**config.mk**
```make
export PLATFORM = sky130hd
export DESIGN_NAME = vec3_norm_sched_flat
export DESIGN_NICKNAME = d
export VERILOG_FILES = /design/src/rtl/vec3_norm_sched_if.sv /design/src/rtl/vec3_norm_sched.sv /design/src/flat_wrapper.sv
export SDC_FILE = /design/constraint.sdc
export NUM_CORES = 1
export LEC_CHECK = 0
export BUFFER_PORTS_ARGS = -buffer_cell sky130_fd_sc_hd__buf_2
export CAP_MARGIN = 20
export CORE_AREA = 5 5 267 269
export CTS_CLUSTER_DIAMETER = 100
export DETAILED_ROUTE_END_ITERATION = 7
export DIE_AREA = 0 0 272 274
export HOLD_SLACK_MARGIN = 0.02
export PLACE_DENSITY = 0.42
export SKIP_CTS_REPAIR_TIMING = 1
export SYNTH_ARGS = -nofsm -noshare
export SYNTH_HDL_FRONTEND = slang
export SYNTH_SLANG_ARGS = --single-unit
export TNS_END_PERCENT = 50
```
**constraint.sdc**
```tcl
create_clock -name clk_in -period 3.85 [get_ports clk_in]
set_clock_uncertainty 0.1 [all_clocks]
set_input_delay 0.77 -clock clk_in [delete_from_list [all_inputs] [get_ports clk_in]]
set_output_delay 0.77 -clock clk_in [all_outputs]
set_load 0.005 [all_outputs]
```
**src/rtl/vec3_norm_sched_if.sv**
```systemverilog
// Bus bundle between the vec3 normalize scheduler, its requesters and the shared normalize unit.
// Latency: none, signals only. Backpressure: request side only (req_ready_out); responses cannot stall.
// Ports: master = scheduler view (drives grants, unit issue, responses, busy); slave = environment view.
interface vec3_norm_sched_if #(
  parameter int NUM_REQ = 4
);
  logic [NUM_REQ-1:0]       req_valid_in;
  logic [NUM_REQ-1:0][95:0] req_vec_in;
  logic [NUM_REQ-1:0]       req_ready_out;
  logic                     unit_valid_out;
  logic [95:0]              unit_vec_out;
  logic [95:0]              unit_vec_in;
  logic [NUM_REQ-1:0]       rsp_valid_out;
  logic [95:0]              rsp_vec_out;
  logic                     busy_out;

  modport master (
    input  req_valid_in, req_vec_in, unit_vec_in,
    output req_ready_out, unit_valid_out, unit_vec_out,
           rsp_valid_out, rsp_vec_out, busy_out
  );

  modport slave (
    output req_valid_in, req_vec_in, unit_vec_in,
    input  req_ready_out, unit_valid_out, unit_vec_out,
           rsp_valid_out, rsp_vec_out, busy_out
  );
endinterface

```
**src/rtl/vec3_norm_sched.sv**
```systemverilog
// Round-robin scheduler sharing one pipelined vec3 normalize unit between NUM_REQ requesters.
// Latency: accept at T -> unit issue at T+1 -> response strobe at T+2+LATENCY.
// Backpressure: per-requester grant (one outstanding op each); responses have none and must be taken.
// Ports: clk_in / rst_n_in (async, active-low); bus (master modport) carries the request,
//   unit and response signals plus busy_out.
// Optional: VEC3_NORM_SCHED_STATS_EN adds stat_done_out, a 32-bit count of response cycles.
module vec3_norm_sched #(
  parameter int NUM_REQ = 4,
  parameter int LATENCY = 8
) (
  input  logic              clk_in,
  input  logic              rst_n_in,
  vec3_norm_sched_if.master bus
`ifdef VEC3_NORM_SCHED_STATS_EN
  ,
  output logic [31:0]       stat_done_out
`endif
);

  localparam int IDW = $clog2(NUM_REQ);

  typedef struct packed {
    logic           vld;
    logic [IDW-1:0] id;
  } tag_t;

  logic [NUM_REQ-1:0] pending;
  logic [IDW-1:0]     rr_ptr;
  tag_t               tags [0:LATENCY];

  logic               grant_any;
  logic [IDW-1:0]     grant_id;
  logic [IDW-1:0]     cand;
  logic [NUM_REQ-1:0] grant;
  logic [NUM_REQ-1:0] rsp_hit;
  logic [NUM_REQ-1:0] pending_nxt;

  logic               unit_valid_q;
  logic [95:0]        unit_vec_q;
  logic [NUM_REQ-1:0] rsp_valid_q;
  logic [95:0]        rsp_vec_q;

  // Scan upward from rr_ptr with wrap; the first eligible requester wins.
  // Grants are suppressed while reset is asserted so nothing is handed out
  // that the cleared state would then lose.
  always_comb begin
    grant_any = 1'b0;
    grant_id  = '0;
    cand      = '0;
    for (int off = 0; off < NUM_REQ; off++) begin
      cand = IDW'((int'(rr_ptr) + off) % NUM_REQ);
      if (!grant_any && bus.req_valid_in[cand] && !pending[cand]) begin
        grant_any = 1'b1;
        grant_id  = cand;
      end
    end
    if (!rst_n_in) begin
      grant_any = 1'b0;
    end
  end

  assign grant = grant_any ? (NUM_REQ'(1) << grant_id) : '0;

  // Tag at the last stage lines up with the unit result on unit_vec_in.
  assign rsp_hit = tags[LATENCY].vld ? (NUM_REQ'(1) << tags[LATENCY].id) : '0;

  // Set after clear: a re-accept on the response edge keeps the bit high.
  assign pending_nxt = (pending & ~rsp_hit) | grant;

  always_ff @(posedge clk_in or negedge rst_n_in) begin
    if (!rst_n_in) begin
      pending      <= '0;
      rr_ptr       <= '0;
      unit_valid_q <= 1'b0;
      unit_vec_q   <= '0;
      rsp_valid_q  <= '0;
      rsp_vec_q    <= '0;
      for (int s = 0; s <= LATENCY; s++) begin
        tags[s] <= '0;
      end
    end else begin
      pending      <= pending_nxt;
      unit_valid_q <= grant_any;
      if (grant_any) begin
        unit_vec_q <= bus.req_vec_in[grant_id];
        rr_ptr     <= (int'(grant_id) == NUM_REQ - 1) ? '0 : grant_id + 1'b1;
      end
      tags[0] <= tag_t'{vld: grant_any, id: grant_id};
      for (int s = 1; s <= LATENCY; s++) begin
        tags[s] <= tags[s-1];
      end
      rsp_valid_q <= rsp_hit;
      if (tags[LATENCY].vld) begin
        rsp_vec_q <= bus.unit_vec_in;
      end
    end
  end

  assign bus.req_ready_out  = grant;
  assign bus.unit_valid_out = unit_valid_q;
  assign bus.unit_vec_out   = unit_vec_q;
  assign bus.rsp_valid_out  = rsp_valid_q;
  assign bus.rsp_vec_out    = rsp_vec_q;
  assign bus.busy_out       = |pending;

`ifdef VEC3_NORM_SCHED_STATS_EN
  logic [31:0] stat_q;

  // Counts cycles carrying a response; wraps naturally at 2^32.
  always_ff @(posedge clk_in or negedge rst_n_in) begin
    if (!rst_n_in) begin
      stat_q <= '0;
    end else if (|rsp_valid_q) begin
      stat_q <= stat_q + 32'd1;
    end
  end

  assign stat_done_out = stat_q;
`endif

endmodule

```
**src/flat_wrapper.sv**
```systemverilog
// flat-port wrapper written by rule: the top's interface ports become plain ports
module vec3_norm_sched_flat 
#(
  parameter int NUM_REQ = 4,
  parameter int LATENCY = 8
)
  (clk_in, rst_n_in, bus_req_valid_in, bus_req_vec_in, bus_unit_vec_in, bus_req_ready_out, bus_unit_valid_out, bus_unit_vec_out, bus_rsp_valid_out, bus_rsp_vec_out, bus_busy_out);
  vec3_norm_sched_if #(.NUM_REQ(NUM_REQ)) bus_i ();
  input  logic clk_in;
  input  logic rst_n_in;
  input wire logic [$bits(bus_i.req_valid_in)-1:0] bus_req_valid_in;
  input wire logic [$bits(bus_i.req_vec_in)-1:0] bus_req_vec_in;
  input wire logic [$bits(bus_i.unit_vec_in)-1:0] bus_unit_vec_in;
  output wire logic [$bits(bus_i.req_ready_out)-1:0] bus_req_ready_out;
  output wire logic [$bits(bus_i.unit_valid_out)-1:0] bus_unit_valid_out;
  output wire logic [$bits(bus_i.unit_vec_out)-1:0] bus_unit_vec_out;
  output wire logic [$bits(bus_i.rsp_valid_out)-1:0] bus_rsp_valid_out;
  output wire logic [$bits(bus_i.rsp_vec_out)-1:0] bus_rsp_vec_out;
  output wire logic [$bits(bus_i.busy_out)-1:0] bus_busy_out;
  assign bus_i.req_valid_in = bus_req_valid_in;
  assign bus_i.req_vec_in = bus_req_vec_in;
  assign bus_i.unit_vec_in = bus_unit_vec_in;
  assign bus_req_ready_out = bus_i.req_ready_out;
  assign bus_unit_valid_out = bus_i.unit_valid_out;
  assign bus_unit_vec_out = bus_i.unit_vec_out;
  assign bus_rsp_valid_out = bus_i.rsp_valid_out;
  assign bus_rsp_vec_out = bus_i.rsp_vec_out;
  assign bus_busy_out = bus_i.busy_out;
  vec3_norm_sched #(.NUM_REQ(NUM_REQ), .LATENCY(LATENCY)) u_core (.clk_in(clk_in), .rst_n_in(rst_n_in), .bus(bus_i));
endmodule
```
==> results.cfg, run 1 <==
[run_status]
status = finished, final reports clean

[global_route]
first_global_vias = 11162
use_met3_pct = 4.44
gr-total-overflow = 0
grt.total_usage_pct = 12.2
met2_usage_pct = 21.5
gr-max-usage-layer = met2
antenna_found_initial = 10
grt_start_max_net_pins = 129
grt_pass1_wl_um = 70500
grt.met1_usage_pct = 13.8

[placement]
place_hpwl_um = 36900
numPortBuffers = 687
globalplace.congestion = 0.839
place_ws_ns = 0.650

[synth]
ys_types = 32
avgSynthCellArea_um2 = 11.9
synth-seq-cells = 229
synthesis.nets = 1428
syn_inst = 940
netlist_area_um2 = 11200
synth_seq_area_share_pct = 51.3
ys.warnings.count = 0

[drt]
route.detailed.drc = 0
routed_wl_um = 48700
wl_per_cell_um = 19.5
ant_nets = 0
vias_per_cell = 4.15
drt_first_pass_iters = 4
first_iter_violations = 381
vias = 10367

[sta]
post-route-worst-setup-slack_ns = 0.556
layout_min_cycle_time_ns = 3.29
relSlewSlack_pct = 41.7
finalHoldViolCount = 0
slew_violations = 0
timing.final.crit_share_pct = 85.6
worst_pin_slew_ns = 0.875
setup_violations = 0
fin_tns_setup_ns = 0
holdWs_ns = 0.166
grt_setup_unrepaired = false
timing.fmax_mhz = 304

[critical_path]
path_max_fanout = 23
crit_path_start = u_core.pending[0]
crit_type = flop to output port
r2r-end = u_core.bus.unit_vec_out[49]
end_kind = output port
r2r_setup_slack_ns = 1.16
worstPathRequired_ns = 2.98
reg2reg_depth = 8
worstSetupEndpoint = bus_req_ready_out[2]
arrival_ns = 2.42
worstSetupStartpointType = flop
r2r-start = u_core.pending[0]

[clock_tree]
clk_pin_slew_worst_paths_ns = 0.06
ctsHtreeMaxLevel = 1
cts_tree = yes
root_buffer = clkbuf_16
cts_num_sinks = 229
cts_made_buffers = 29
clockBufferDepth = 3
clk-insertion-delay-late_ns = 0.58

[layout]
multi_input_area_um2 = 5020
syn_to_final_growth_pct = 48.5
nNetsFinal = 2081
drive_gt1_share_pct = 54.7
final_util_pct = 24.3
fillCellCount = 7395
regArea_um2 = 5730

[die]
fp.coreArea_um2 = 68300
pin_count = 688
chipHeight_um = 274
num_rows = 96
initial_core_util_pct = 16.4
die_area_um2 = 74500
die_width_um = 272

[pwr]
ir_worst_vdd_v = 0.000455
p_leak_nw = 8.25
power.density_nw_per_um2 = 643
finalPower_mw = 10.7

[min_path]
hold_path_class = input port to asynchronous set/reset pin

[run]
drv_cap = 0
==> worst max-delay path, cell delays in order, from the launching register on <==
cell	delay (ns)
dfrtp_1	0.43
nand2b_4	0.19
o221ai_2	0.22
nand2_4	0.09
and2_1	0.26
inv_8	0.22
ha_1	0.18
and2_1	0.12
buf_2	0.13
==> power by group <==
group	switching, mW	total [mW]	internal (mW)
logic	1.92	3.69	1.77
clock network	1.12	2.93	1.81
registers	0.577	4.05	3.47
total	3.62	10.7	7.05
==> per-stage QoR <==
step | cell area, um^2 | cells
after floorplan | 11200 | 940
after global placement | 15600 | 2444
after detailed placement | 15600 | 2444
after CTS | 16600 | 2495
after global routing | 16600 | 2496
final | 16600 | 2498
==> logic make-up (layout without fill, tap and decap cells) <==
family / Yosys count / after routing / synth area share (%)
mux: 192 / 192 / 18.3
simple gates: 222 / 222 / 10.3
fa+ha+maj: 2 / 2 / 0.224
other cells: 0 / 3 / 0
buf+inv: 91 / 764 / 4.07
compound gates: 204 / 204 / 15.9
flops: 229 / 229 / 51.3
==> cells in the mapped netlist (all sizes together) <==
cell type,count,area [um^2]
dfrtp,229,5730
and2,100,626
nor2,100,375
a211oi,96,831
a221oi,96,841
mux2,96,1080
mux2i,96,961
clkbuf,60,225
buf,25,205
inv,6,25.0
nand2,5,21.3
nand2b,5,46.3
o21ai,4,20.0
and3,3,18.8
nor2b,3,18.8
and3b,2,17.5
ha,2,25.0
nor3b,2,15.0
o21bai,2,15.0
o221ai,2,30.0
a21oi,1,5.00
a41oi,1,16.3
nand4,1,6.26
o211ai,1,7.51
o22ai,1,6.26
or4,1,7.51
==> worst min path at each step <==
stage	from	to	slack (ns)	depth (start not counted)
finish	rst_n_in	u_core.tags[14]	0.17	2
global route	rst_n_in	u_core.tags[14]	0.18	2
CTS	rst_n_in	u_core.tags[14]	0.13	2
detailed placement	u_core.tags[18]	u_core.tags[15]	0.23	0
global placement	u_core.tags[18]	u_core.tags[15]	0.23	0
floorplan	u_core.tags[3]	u_core.tags[0]	0.23	0
==> registers in the layout, summed over array words and instances, names as in the netlist <==
signal and count:
u_core.bus.rsp_valid_out 4, u_core.pending 4, u_core.tags 27, u_core.bus.rsp_vec_out 96
u_core.rr_ptr 2, u_core.bus.unit_vec_out 96
==> per-layer routing <==
layer,vias to the layer above,routed length (um)
met4,6,1380
li1,4808,-
met1,4965,18100
met5,-,28
met3,83,4850
met2,505,24300
==> cell type report <==
class	count	area share, %
antenna	3	0.0452
clock buffer	38	4.88
clock inverter	13	1.25
inverter	6	0.181
multi-input combinational	620	30.3
sequential	229	34.5
tap	882	6.65
timing repair buffer	707	22.2
==> placed cells by master, fill, tap and decap left out, types with 3 or more instances in the layout <==
cell type	n
bufinv_16	5
buf_12	7
mux2i_1	96
nand2b_1	3
and3_1	3
clkinv_2	6
nand2_1	3
buf_4	13
a211oi_1	74
o21ai_0	4
clkbuf_1	4
and2_1	100
a221oi_1	96
clkbuf_16	29
inv_1	5
clkbuf_8	5
diode_2	3
a211oi_2	22
buf_2	686
nor2_1	100
mux2_2	96
dfrtp_1	228
No activity file was read; power rests on OpenSTA's default activity.
==> run 2: changes to the inputs <==
Settings changed: CORE_AREA 5 5 267 269 to 5 5 266 268, CTS_BUF_LIST set to sky130_fd_sc_hd__clkbuf_4, DIE_AREA 0 0 272 274 to 0 0 271 273, GPL_TIMING_DRIVEN set to 0.
==> results.cfg, run 2 (synthesis gave the netlist of run 1 again) <==
[pwr]
p_sw_share_pct = 36.2
internal_power_mw = 6.55
power.share.combinational_pct = 37.1
p_seq_share_pct = 39.4
ir_worst_vdd_v = 0.000173
power.density_nw_per_um2 = 612
p_switching_mw = 3.71
p_leak_nw = 8.39
pwr-share-clk_pct = 23.4

[clock_tree]
ctsHtreeMaxLevel = 3
cts_num_sinks = 229
clk_pin_slew_worst_paths_ns = 0.06
cts_made_buffers = 72
clockBufferDepth = 3
root_buffer = clkbuf_4
cts_tree = yes
clk-insertion-delay-late_ns = 0.73

[layout]
final_util_pct = 24.6
fin_cells = 2639
layout_common_cells = 697 x buf_2, 229 x dfrtp_1, 103 x clkbuf_4, 100 x and2_1, 100 x nor2_1
syn_to_final_growth_pct = 49.9
drive_gt1_share_pct = 54.4
final_common_cell = buf_2
nNetsFinal = 2195

[drt]
routed_wl_um = 54700
route.detailed.drc = 0
vias = 11009
drt_first_pass_iters = 4
ant_nets = 0
wl_per_cell_um = 20.7
vias_per_cell = 4.17
first_iter_violations = 325

[critical_path]
r2r_setup_slack_ns = 0.56
r2r-end = u_core.bus.unit_vec_out[86]
slowest_delay_ns = 0.56
end_kind = output port
worstPathRequired_ns = 2.98
worstSetupStartpointType = input port
arrival_ns = 2.82
slowest_stage = dlygate4sd3_1
path_max_fanout = 7
reg2reg_depth = 7
r2r-start = u_core.pending[1]
path_common_cell = buf_8
crit_type = input port to output port
path_cells = dlygate4sd3_1 > buf_8 > inv_1 > a41oi_2 > clkbuf_2 > buf_8 > and2_1 > buf_2

[placement]
globalplace.congestion = 0.910
numPortBuffers = 687
dp_cells = 2512
place_hpwl_um = 44300

[global_route]
grt_start_max_net_pins = 97
gr-total-overflow = 0
grt_pass1_wl_um = 78900
grt.total_usage_pct = 14.0
first_global_vias = 12335
antenna_found_initial = 13

[min_path]
hold_path_class = input port to flop
min_to = u_core.bus.rsp_vec_out[26]
min_from = bus_unit_vec_in[26]
hold_depth = 2

[sta]
timing.fmax_mhz = 271
layout_min_cycle_time_ns = 3.69
setup_violations = 0
fin_tns_setup_ns = 0
finalHoldViolCount = 0
worst_pin_slew_ns = 1.05
relSlewSlack_pct = 30.3
timing.final.crit_share_pct = 95.9
grt_setup_unrepaired = true
slew_violations = 0

[run_status]
status = finished, final reports clean

[die]
die_width_um = 271
fp.coreArea_um2 = 68100
initial_core_util_pct = 16.4
pin_count = 688
die_area_um2 = 74000
chipHeight_um = 273
num_rows = 96

[run]
drv_cap = 0
run 2: cell count changes in the layout (fill, tap and decap cells not counted), moves of 5 or more:
cell	previous run	this run
clkbuf_4	0	103
clkbuf_1	4	59
clkbuf_16	29	0
buf_2	686	697
buf_4	13	2
buf_6	0	11
clkinv_1	0	8
buf_12	7	1
clkinv_2	6	0
clkbuf_8	5	0
diode_2	3	8
run 2: how the worst max path moves through the flow:
stage                        startpoint              endpoint  slack, ns  depth (start not counted)
CTS                   u_core.pending[3]  bus_req_ready_out[2]      -0.71                         10
global route          u_core.pending[0]  bus_req_ready_out[2]      -0.04                         10
floorplan           bus_req_valid_in[1]  bus_req_ready_out[2]       0.89                         10
global placement               rst_n_in  bus_req_ready_out[3]      -4.23                          6
detailed placement  bus_req_valid_in[3]  bus_req_ready_out[2]      -0.27                         11
finish                         rst_n_in  bus_req_ready_out[3]       0.16                          8
run 2: critical path, delay by kind of cell:
| kind | cells | cell delay [ns] |
|---|---|---|
| buf+inv | 6 | 1.47 |
| compound gates | 1 | 0.38 |
| simple gates | 1 | 0.18 |
run 2: area by class of cell:
type                    instances  area, um^2
clock buffers                 103         773
plain buffers                  84         429
repair buffers                694        3570
multi-input cells             620        5010
inverters                       6        27.5
clock inverters                13        93.8
diodes                          8        20.0
well taps                     882        1100
flip-flops and latches        229        5730
fillers                      7482       51400
run 2: routing by layer:
layer / up-vias / wire length, um / track usage, %
li1: 5078 / - / -
met1: 5273 / 21100 / 15.5
met2: 543 / 27300 / 24.5
met3: 109 / 4150 / 4.39
met4: 6 / 2150 / 6.69
met5: - / 41 / 0
run 2: metrics by stage:
step	hold WS, ns	setup WS [ns]	power [mW]	cell area, um^2
5_1_grt	0.0433	-0.0393	11.1	16700
2_1_floorplan	0.231	0.893	5.72	11200
4_1_cts	-0.333	-0.709	10.5	16700
6_report	0.157	0.160	10.3	16800
3_3_place_gp	0.232	-4.23	7.92	15700
3_5_place_dp	0.235	-0.269	7.97	15800
run 2: power groups by stage:
stage	Combinational [mW]	Sequential, mW	Clock [mW]
floorplan	1.62	4.10	0
global placement	3.85	4.06	0
detailed placement	3.89	4.08	0
CTS	3.89	4.06	2.57
global route	4.20	4.18	2.68
finish	3.81	4.05	2.40
==> run 3: changes to the inputs <==
==> constraint.sdc (replaced) <==
create_clock -name clk_in -period 3.85 [get_ports clk_in]
set_clock_uncertainty 0.1 [all_clocks]
set_input_delay 0.385 -clock clk_in [delete_from_list [all_inputs] [get_ports clk_in]]
set_output_delay 0.385 -clock clk_in [all_outputs]
set_load 0.005 [all_outputs]
==> results.cfg, run 3 (synthesis gave the netlist of run 1 again) <==
[placement]
place_hpwl_um = 44300
numPortBuffers = 687
dp_cells = 2512
globalplace.congestion = 0.910
place_ws_ns = 0.194
post_dp_cell_area_um2 = 15800

[critical_path]
slowest_stage = dlygate4sd3_1
path_common_cell = buf_6
path_max_fanout = 10
r2r-end = u_core.bus.unit_vec_out[25]
reg2reg_depth = 12
worstPathRequired_ns = 4.37
critPathTopFamily = buffers and inverters
crit_path_start = u_core.pending[0]
worstSetupStartpointType = flop
end_kind = flop
cp_num_buf_inv = 6
arrival_ns = 4.05
crit_type = flop to flop
slowest_delay_ns = 0.61
path_cells = nand2b_4 > o221ai_2 > nand2_4 > and2_1 > buf_6 > inv_4 > buf_6 > buf_6 > mux2i_1 > dlygate4sd3_1 > a211oi_1 > dlygate4sd3_1
r2r_setup_slack_ns = 0.32
r2r-start = u_core.pending[0]

[pwr]
p_leak_nw = 10.0
ir_worst_vdd_v = 0.000184
p_seq_share_pct = 37.1
p_switching_mw = 3.86
power.density_nw_per_um2 = 525
p_sw_share_pct = 35.3
internal_power_mw = 7.07
pwr-share-clk_pct = 22.1
power.share.combinational_pct = 40.9

[die]
die_area_um2 = 74000
num_rows = 96
fp.coreArea_um2 = 68100
initial_core_util_pct = 16.4
pin_count = 688
die_width_um = 271
chipHeight_um = 273

[sta]
finalHoldViolCount = 0
timing.final.crit_share_pct = 91.7
grt_setup_unrepaired = false
relSlewSlack_pct = 31.4
slew_violations = 0
post-route-worst-setup-slack_ns = 0.321
timing.fmax_mhz = 283
setup_violations = 0
worst_pin_slew_ns = 1.03
layout_min_cycle_time_ns = 3.53

[run_status]
status = finished, final reports clean

[drt]
vias_per_cell = 4.16
wl_per_cell_um = 19.0
route.detailed.drc = 0
vias = 12674
drt_first_pass_iters = 5
ant_nets = 0
routed_wl_um = 57800
first_iter_violations = 423

[min_path]
min_to = u_core.bus.unit_vec_out[46]
hold_path_class = input port to flop
hold_depth = 3
min_from = bus_req_vec_in[238]

[global_route]
grt_pass1_wl_um = 78900
gr-max-usage-layer = met2
grt.total_usage_pct = 14.0
first_global_vias = 12335
grt.met1_usage_pct = 15.5
antenna_found_initial = 9
gr-total-overflow = 0
use_met3_pct = 4.39
met2_usage_pct = 24.5
grt_start_max_net_pins = 97

[clock_tree]
root_buffer = clkbuf_4
ctsHtreeMaxLevel = 3
clockBufferDepth = 3
cts_num_sinks = 229
cts_made_buffers = 72
clk_pin_slew_worst_paths_ns = 0.07
clk-insertion-delay-late_ns = 0.73
cts_tree = yes

[layout]
drive_gt1_share_pct = 44.2
syn_to_final_growth_pct = 86.1
final_common_cell = buf_2
layout_common_cells = 697 x buf_2, 405 x dlygate4sd3_1, 229 x dfrtp_1, 103 x clkbuf_4
fin_cells = 3044
final_util_pct = 30.5
regArea_um2 = 5730
multi_input_area_um2 = 5000
post-route-cell-area_um2 = 20800
fillCellCount = 7134
nNetsFinal = 2600

[run]
drv_cap = 0
==> run 3: changes by cell type in the layout (fill, tap and decap cells not counted), sizes merged <==
cell,delta
dlygate4sd3,+404
buf,+1
==> run 3: worst max-delay path by stage <==
| stage | to | cells after the start |
|---|---|---|
| after CTS | bus_req_ready_out[2] | 10 |
| after global routing | u_core.bus.unit_vec_out[25] | 11 |
| final | u_core.bus.unit_vec_out[25] | 12 |
| after floorplan | bus_req_ready_out[2] | 10 |
| after global placement | u_core.bus.unit_vec_out[59] | 8 |
| after detailed placement | u_core.bus.unit_vec_out[59] | 8 |
==> run 3: stage by stage <==
step	hold slack, ns	TNS (ns)	power, mW
after global routing	0.0257	0	11.8
after floorplan	-0.0106	0	5.72
after global placement	0.232	-842.48	7.92
after detailed placement	0.227	0	7.97
after CTS	-0.718	-0.390	10.5
final	0.0404	0	10.9
==> run 3: final cells by class <==
cell class	count	share of cell area [%]
repair buffers	1098	36.6
flip-flops and latches	229	27.6
multi-input cells	620	24.1
well taps	882	5.31
clock buffers	103	3.72
plain buffers	85	2.07
clock inverters	13	0.451
inverters	6	0.120
diodes	8	0.0963
==> run 3: power by group through the flow <==
stage | logic (mW) | clock network (mW) | registers, mW
2_1_floorplan | 1.62 | 0 | 4.10
3_3_place_gp | 3.85 | 0 | 4.06
3_5_place_dp | 3.89 | 0 | 4.08
4_1_cts | 3.89 | 2.57 | 4.06
5_1_grt | 4.89 | 2.68 | 4.18
6_report | 4.46 | 2.41 | 4.05
==> run 3: metal layers <==
layer  part of all wire, %  wire (um)
met4                   4.8       2780
met1                    38      22000
met5                 0.022         13
met2                    50      28800
met3                   7.2       4190
==> run 3: worst min-delay path: cells and delay by family <==
family	cells	cell delay (ns)
compound gates	2	0.34
buf+inv	1	0.08
